File: config.mk
export PLATFORM = sky130hd
export DESIGN_NAME = fc_result_collector
export DESIGN_NICKNAME = d
export VERILOG_FILES = /design/src/rtl/fc_result_collector.sv
export SDC_FILE = /design/constraint.sdc
export NUM_CORES = 1
export LEC_CHECK = 0
export BUFFER_PORTS_ARGS = -buffer_cell sky130_fd_sc_hd__buf_2
export CORE_MARGIN = 1.5
export CORE_UTILIZATION = 50
export DETAILED_ROUTE_END_ITERATION = 12
export MAX_ROUTING_LAYER = met4
export PLACE_DENSITY = 0.71
export SLEW_MARGIN = 20
export SYNTH_ARGS = -nofsm -noshare
export SYNTH_HDL_FRONTEND = slang
export SYNTH_SLANG_ARGS = --single-unit
export TNS_END_PERCENT = 10
File: constraint.sdc
create_clock -name clk -period 3.3 [get_ports clk]
set_input_delay 0.33 -clock clk [delete_from_list [all_inputs] [get_ports clk]]
set_output_delay 0.33 -clock clk [all_outputs]
set_load 0.02 [all_outputs]
File: src/rtl/fc_result_collector.sv
// Collects one frame of signed class scores from the FC stage, tracks the running
// arg-max and holds the winning class for the host until it is acknowledged.
module fc_result_collector #(
  parameter int BIT       = 32,
  parameter int NUM_CLASS = 7,
  parameter int CLS_W     = 3
) (
  input  logic             clk,
  input  logic             rst_,
  input  logic [BIT-1:0]   data_in,
  input  logic             data_valid,
  input  logic             result_ack,
  input  logic [CLS_W-1:0] rd_addr,
  output logic [BIT-1:0]   rd_data,
  output logic             result_valid,
  output logic [CLS_W-1:0] class_idx,
  output logic [BIT-1:0]   max_score,
  output logic             overflow,
  output logic             busy
);

  typedef enum logic {COLLECT, HOLD} state_t;

  localparam logic [CLS_W-1:0] LAST_IDX     = CLS_W'(NUM_CLASS - 1);
  localparam logic [CLS_W:0]   NUM_CLASS_EXT = (CLS_W + 1)'(NUM_CLASS);

  state_t           state_reg, state_next;
  logic [CLS_W-1:0] cnt_reg, cnt_next;
  logic [BIT-1:0]   run_max_reg, run_max_next;
  logic [CLS_W-1:0] run_idx_reg, run_idx_next;
  logic [CLS_W-1:0] class_idx_reg, class_idx_next;
  logic [BIT-1:0]   max_score_reg, max_score_next;
  logic             overflow_reg, overflow_next;
  logic [BIT-1:0]   rd_data_reg;

  logic             wr_en;
  logic [CLS_W-1:0] wr_addr;
  logic             take;
  logic [BIT-1:0]   cand_max;
  logic [CLS_W-1:0] cand_idx;

  logic [BIT-1:0] buffer_mem [NUM_CLASS];

  // First word of a frame always loads; later words replace only on strictly greater.
  assign take     = (cnt_reg == '0) || ($signed(data_in) > $signed(run_max_reg));
  assign cand_max = take ? data_in : run_max_reg;
  assign cand_idx = take ? cnt_reg : run_idx_reg;

  always_comb begin
    state_next     = state_reg;
    cnt_next       = cnt_reg;
    run_max_next   = run_max_reg;
    run_idx_next   = run_idx_reg;
    class_idx_next = class_idx_reg;
    max_score_next = max_score_reg;
    overflow_next  = overflow_reg;
    wr_en          = 1'b0;
    wr_addr        = cnt_reg;
    case (state_reg)
      COLLECT: begin
        if (data_valid) begin
          wr_en = 1'b1;
          if (cnt_reg == LAST_IDX) begin
            state_next     = HOLD;
            cnt_next       = '0;
            class_idx_next = cand_idx;
            max_score_next = cand_max;
          end else begin
            cnt_next     = cnt_reg + CLS_W'(1);
            run_max_next = cand_max;
            run_idx_next = cand_idx;
          end
        end
      end
      HOLD: begin
        if (result_ack) begin
          state_next = COLLECT;
          // A word arriving with the ack starts the next frame at index 0.
          if (data_valid) begin
            wr_en        = 1'b1;
            wr_addr      = '0;
            run_max_next = data_in;
            run_idx_next = '0;
            cnt_next     = CLS_W'(1);
          end
        end else if (data_valid) begin
          overflow_next = 1'b1;
        end
      end
      default: state_next = COLLECT;
    endcase
  end

  always_ff @(posedge clk) begin
    if (rst_) begin
      state_reg     <= COLLECT;
      cnt_reg       <= '0;
      run_max_reg   <= '0;
      run_idx_reg   <= '0;
      class_idx_reg <= '0;
      max_score_reg <= '0;
      overflow_reg  <= 1'b0;
    end else begin
      state_reg     <= state_next;
      cnt_reg       <= cnt_next;
      run_max_reg   <= run_max_next;
      run_idx_reg   <= run_idx_next;
      class_idx_reg <= class_idx_next;
      max_score_reg <= max_score_next;
      overflow_reg  <= overflow_next;
    end
  end

  // Score buffer: no reset so it maps onto block RAM.
  always_ff @(posedge clk) begin
    if (wr_en) begin
      buffer_mem[wr_addr] <= data_in;
    end
  end

  always_ff @(posedge clk) begin
    if (rst_) begin
      rd_data_reg <= '0;
    end else if ({1'b0, rd_addr} < NUM_CLASS_EXT) begin
      rd_data_reg <= buffer_mem[rd_addr];
    end else begin
      rd_data_reg <= '0;
    end
  end

  assign rd_data      = rd_data_reg;
  assign result_valid = (state_reg == HOLD);
  assign class_idx    = class_idx_reg;
  assign max_score    = max_score_reg;
  assign overflow     = overflow_reg;
  assign busy         = (state_reg == COLLECT) && (cnt_reg != '0);

endmodule

==> flow_summary.json, run 1 <==
{
  "cts_buffers": 35,
  "async_flop_share_pct": 0,
  "worstMarginPinSlew_ps": 854,
  "syn2layout_area_growth_pct": 16.3,
  "start_util_pct": 51.1,
  "p_comb_share_pct": 9.4,
  "ff2ff_path_depth": 10,
  "cts_hold_buf": 0,
  "layout.nets": 1148,
  "routed_wl_um": 28800,
  "n_antenna_cell": 0,
  "placed_area_um2": 14400,
  "power_density_nw_per_um2": 604,
  "synth.avg_cell_area_um2": 13.9,
  "crit_type": "flop to flop",
  "grt_pass1_wl_um": 45400,
  "via_count": 8189,
  "finalNonFillerCells": 1438,
  "seq_area_frac_synth_pct": 66.2,
  "grt_max_degree": 52,
  "nFillCells": 1993,
  "leakagePower_nw": 5.86,
  "groute.usage.overall_pct": 21.8,
  "dieArea_um2": 27800,
  "overflow": 0,
  "yosysWarnings": 0,
  "min_delay_path_depth": 3,
  "slew_headroom_pct": 43.1,
  "cts_setup_buffers": 0,
  "clock_latency_ps": 510,
  "min_period_ps": 2900,
  "post_cts_resized": 0,
  "ys_ff_latch": 331,
  "grt_pass1_vias": 8063,
  "outcome": "finished with violations",
  "largest-register": "buffer_mem",
  "critPathCaptureType": "flop",
  "antenna_found_initial": 0,
  "wl_per_cell_um": 20.0,
  "fmax_mhz": 345,
  "failed_checks": "DRC",
  "hold_violations": 0,
  "syn_nets": 1032,
  "worstPathArrival_ps": 3270,
  "core-area_um2": 26200,
  "setup_slack_ps": 403,
  "setup_violations": 0,
  "dieWidth_um": 167,
  "portBuffers": 108,
  "dp_hpwl_um": 17600,
  "largest_reg_flops": 224,
  "ys.flop_type": "edfxtp_1",
  "layout-drive-gt1-share_pct": 22.0,
  "dp.cells": 1375,
  "skew_ps": 13.5,
  "cts_buffer_depth": 3,
  "cts_root_buffer": "clkbuf_16",
  "place_congestion": 0.860,
  "min_period_over_period_pct": 87.8,
  "synth_top_area_share_pct": 50.2,
  "drc_errors": 5,
  "vdd_drop_max_mv": 0.353,
  "internal_power_mw": 7.25,
  "stdcell_area_um2": 15600,
  "clkTransAtPathRegs_ps": 60,
  "hp-class": "input pin to flop",
  "die-height_um": 167,
  "firstDrtPassIters": 11,
  "power_frac_seq_pct": 49.1,
  "yosysTopAreaCell": "edfxtp_1",
  "synth_edf_count": 224,
  "detailedRoute.firstIterationViolations": 743,
  "drv_cap": 0,
  "syn_inst": 961,
  "preCtsSetupSlack_ps": 304,
  "cts_max_level": 2,
  "syn_area_um2": 13400,
  "cts.sinks": 331,
  "maxSlewViolCount": 0,
  "fin_hold_ws_ps": 138,
  "vias_per_cell": 5.69,
  "clkPwrFrac_pct": 41.5,
  "cp_max_fo": 30,
  "synthDistinctLibCells": 44,
  "synth_area_leaders": "edfxtp_1, dfxtp_1, mux2i_1",
  "row_count": 59,
  "tritoncts": "yes",
  "switching_power_mw": 2.16,
  "rsz0062_at_grt": "false",
  "io_pins": 109,
  "cp.required_ps": 3680,
  "ant_nets": 0,
  "p_sw_share_pct": 23.0,
  "cp-start-kind": "flop"
}
through the flow:
step,util [%],power (mW),setup TNS (ps)
2_1_floorplan,-,5.29,-4930
3_3_place_gp,55.1,5.57,0
3_5_place_dp,55.1,5.59,0
4_1_cts,59.5,9.47,0
5_1_grt,59.5,9.73,0
6_report,59.5,9.41,0
final timing paths:
path | startpoint | endpoint | slack, ps
min reg2reg | class_idx[0]$_SDFFE_PP0P_ | class_idx[0]$_SDFFE_PP0P_ | 470
min | result_ack | result_valid$_SDFF_PP0_ | 140
max reg2reg | run_max_reg[15]$_SDFFE_PP0P_ | max_score[11]$_SDFFE_PP0P_ | 400
max | run_max_reg[15]$_SDFFE_PP0P_ | max_score[11]$_SDFFE_PP0P_ | 400
power by group through the flow:
stage                     combinational (mW)  sequential (mW)  clock, mW
after global placement                 0.874             4.70          0
after floorplan                        0.558             4.73          0
after global routing                   0.967             4.63       4.14
after detailed placement               0.885             4.71          0
final                                  0.885             4.62       3.91
after CTS                              0.890             4.62       3.96
cells in the final DEF, fill, tap and decap left out, drive strengths merged, types with 2 or more instances in the layout:
cell type,count
ha,32
a22o,3
nand2,52
nor2,75
nand2b,3
o211ai,34
o22ai,2
inv,40
or3,3
and2,3
clkbuf,48
nand3,36
mux2i,97
a211oi,36
buf,141
nor4,2
nor2b,2
nand4,6
a22oi,3
a21oi,49
clkinv,11
o21ai,38
a31oi,2
mux4,32
edfxtp,224
nor3,8
bufinv,3
dfxtp,107
cells in the mapped netlist, types with 8 or more instances:
cell and n:
a211oi_1 35, a21oi_1 49, buf_2 10, clkbuf_1 42, dfxtp_1 107, edfxtp_1 224, ha_1 32, inv_1 38
mux2i_1 97, mux4_2 32, nand2_1 52, nand3_1 36, nor2_1 75, nor3_1 8, o211ai_1 33, o21ai_0 36
kinds of logic after synthesis:
group / synth area share [%]
DFF: 66.2
and+or+nand+nor: 6.47
AOI/OAI and AO/OA: 8.48
muxes: 12.6
buffers and inverters: 3.20
adders and majority gates: 2.99
per-layer routing:
metal	part of all wire, %	GRT usage (%)
met2	46	33.4
met1	47	31.1
met4	1.2	4.51
met3	6.4	3.28
met5	0	-
area by class of cell:
type	instances	area (µm²)	area share [%]
sequential	331	8870	56.9
multi-input combinational	528	4140	26.6
clock buffer	48	997	6.40
timing repair buffer	141	853	5.48
tap	335	419	2.69
clock inverter	15	154	0.988
inverter	40	151	0.972
critical path: stages (launching register included):
cell and delay (ps):
dfxtp_1 370, inv_1 60, ha_1 310, nand4_1 190
nor4_2 460, a21boi_2 300, o31ai_4 110, o211ai_4 300
buf_12 280, mux2i_1 270, a211oi_1 100
(Power assumes the default switching activity.)
==> inputs of run 2 (changes only) <==
--- a/config.mk
+++ b/config.mk
@@ -5,6 +5,7 @@
 export SDC_FILE = /design/constraint.sdc
 export NUM_CORES = 1
 export LEC_CHECK = 0
+export ABC_AREA = 1
 export BUFFER_PORTS_ARGS = -buffer_cell sky130_fd_sc_hd__buf_2
 export CORE_MARGIN = 1.5
 export CORE_UTILIZATION = 50
==> flow_summary.json, run 2 <==
{
  "yosysMostFrequentCell": "nand2_1",
  "cp_max_fo": 20,
  "ys_ff_latch": 331,
  "synth_edf_count": 224,
  "r2r-start": "run_max_reg[31]$_SDFFE_PP0P_",
  "syn2layout_area_growth_pct": 14.2,
  "layout_common_cells": "nand2_1, edfxtp_1, nor2_1",
  "drv_cap": 0,
  "synth_area_leaders": "edfxtp_1, dfxtp_1, nand2_1",
  "cts.sinks": 331,
  "io_pins": 109,
  "antenna_found_initial": 0,
  "n_antenna_cell": 0,
  "final_util_pct": 57.9,
  "slew_headroom_pct": 49.1,
  "cts_setup_buffers": 0,
  "cts_max_level": 2,
  "synth_top_area_share_pct": 47.9,
  "grt_pass1_vias": 9469,
  "ff2ff_path_depth": 16,
  "dieArea_um2": 29100,
  "finalNonFillerCells": 1830,
  "post_cts_resized": 0,
  "worst_path_largest_cell_delay_ps": 360,
  "fmax_mhz": 377,
  "cts_buffer_depth": 3,
  "synthDistinctLibCells": 35,
  "vias_per_cell": 5.49,
  "syn_nets": 1408,
  "stdcell_area_um2": 16000,
  "synthTopCellsByCount": "nand2_1, edfxtp_1, nor2_1",
  "ys.flop_type": "edfxtp_1",
  "hold_violations": 0,
  "async_flop_share_pct": 0,
  "largest-register": "buffer_mem",
  "path_cells": "inv_1, ha_1, nand2_2, nor2_2, nand2_2, nor4_4, nand2_1, nand2_1, nand2_1, nand3_2, nand2_2, buf_12, nand2_1, nand3_1, nand2_1, a21oi_2",
  "finalPower_mw": 9.15,
  "placed_area_um2": 14900,
  "yosysTopAreaCell": "edfxtp_1",
  "clkTransAtPathRegs_ps": 70,
  "routed_wl_um": 32700,
  "cts_hold_buf": 0,
  "cts_buffers": 35,
  "rsz0062_at_grt": "false",
  "critPathCaptureType": "flop",
  "dp_hpwl_um": 19000,
  "skew_ps": 12.5,
  "row_count": 61,
  "seq_area_frac_synth_pct": 63.2,
  "crit_end": "run_max_reg[21]$_SDFFE_PP0P_",
  "dp.cells": 1767,
  "crit_start": "run_max_reg[31]$_SDFFE_PP0P_",
  "clock_latency_ps": 520,
  "maxSlewViolCount": 0,
  "grt_pass1_wl_um": 51700,
  "crit_path_frequent_cell": "nand2_1",
  "largest_reg_flops": 224,
  "tns_ps": 0,
  "setup_slack_ps": 648,
  "dieWidth_um": 171,
  "nFillCells": 2279,
  "synth.avg_cell_area_um2": 10.5,
  "min_period_over_period_pct": 80.4,
  "groute.usage.overall_pct": 23.6,
  "wl_per_cell_um": 17.9,
  "die-height_um": 171,
  "tritoncts": "yes",
  "power_density_nw_per_um2": 571,
  "min_period_ps": 2650,
  "layout.nets": 1497,
  "preCtsSetupSlack_ps": 496,
  "syn_inst": 1337,
  "crit_type": "flop to flop",
  "vdd_drop_max_mv": 0.381,
  "fin_hold_ws_ps": 112,
  "worstPathArrival_ps": 3030,
  "via_count": 10055,
  "worstMarginPinSlew_ps": 761,
  "hp-class": "input pin to flop",
  "rrSetupSlack_ps": 650,
  "place_congestion": 0.848,
  "cp.required_ps": 3670,
  "leakagePower_nw": 6.26,
  "outcome": "complete, no violations",
  "cpMaxStageDelayCell": "dfxtp_1",
  "portBuffers": 108,
  "core-area_um2": 27700,
  "cp-start-kind": "flop",
  "ant_nets": 0,
  "yosysWarnings": 0,
  "reg2reg_to": "run_max_reg[21]$_SDFFE_PP0P_",
  "firstDrtPassIters": 5,
  "start_util_pct": 50.7,
  "detailedRoute.firstIterationViolations": 810,
  "mostFrequentLayoutCell": "nand2_1",
  "cts_root_buffer": "clkbuf_16",
  "setup_violations": 0,
  "drc_errors": 0,
  "grt_max_degree": 78,
  "layout-drive-gt1-share_pct": 18.0,
  "syn_area_um2": 14000,
  "overflow": 0
}
[run 2: changes by cell type after synthesis, sizes merged, moves of 32 or more]
cell | previous run | this run
a21oi | 49 | 85
a211oi | 36 | 2
o21ai | 38 | 73
mux2i | 97 | 0
nand3 | 36 | 138
nor2 | 75 | 145
nand2 | 52 | 245
mux4 | 32 | 0
inv | 40 | 89
[run 2: metal layers]
layer  up-vias  wire length [µm]  track usage, %
li1       4841                 -               -
met1      4854             14700            32.3
met2       324             15400            37.4
met3        36              2170            3.63
met4         0               431            5.50
met5         -                 0               -
[run 2: how the worst min path moves through the flow]
| stage | start | endpoint | slack (ps) | cells past startpoint |
|---|---|---|---|---|
| 2_1_floorplan | data_in[0] | buffer_mem[0][0]$_DFFE_PP_ | 430 | 0 |
| 3_3_place_gp | overflow$_SDFFE_PP0P_ | overflow$_SDFFE_PP0P_ | 450 | 1 |
| 3_5_place_dp | overflow$_SDFFE_PP0P_ | overflow$_SDFFE_PP0P_ | 460 | 1 |
| 4_1_cts | result_ack | result_valid$_SDFF_PP0_ | 100 | 3 |
| 5_1_grt | result_ack | result_valid$_SDFF_PP0_ | 120 | 3 |
| 6_report | result_ack | result_valid$_SDFF_PP0_ | 110 | 3 |
[run 2: report_power, final]
| group | internal, mW | total (mW) | switching (mW) |
|---|---|---|---|
| logic | 0.251 | 0.852 | 0.601 |
| clock network | 2.12 | 3.69 | 1.57 |
| registers | 4.55 | 4.60 | 0.0506 |
[run 2: final cells by class]
cell class                      count  area, µm²  area share, %
Inverter                           91        342           2.13
Multi-Input combinational cell    832       4470           27.9
Timing Repair Buffer              135        793           4.95
Sequential cell                   331       8870           55.3
Clock buffer                       46        990           6.17
Clock inverter                     17       90.1          0.562
Tap cell                          378        473           2.95
[run 2: kinds of logic after synthesis]
kind of cell             Yosys count  synth area share [%]
AND/OR/NAND/NOR                  535                  16.9
flip-flops                       331                  63.2
AO/OA/AOI/OAI                    265                  11.8
buffers and inverters            174                  5.22
adder cells (fa/ha/maj)           32                  2.85
[run 2: worst max-delay path, delay by kind of cell, from the launching register on]
kind | cells | cell delay [ps]
DFF | 1 | 360
adders and majority gates | 1 | 360
and+or+nand+nor | 12 | 1410
AOI/OAI and AO/OA | 1 | 50
buffers and inverters | 2 | 300
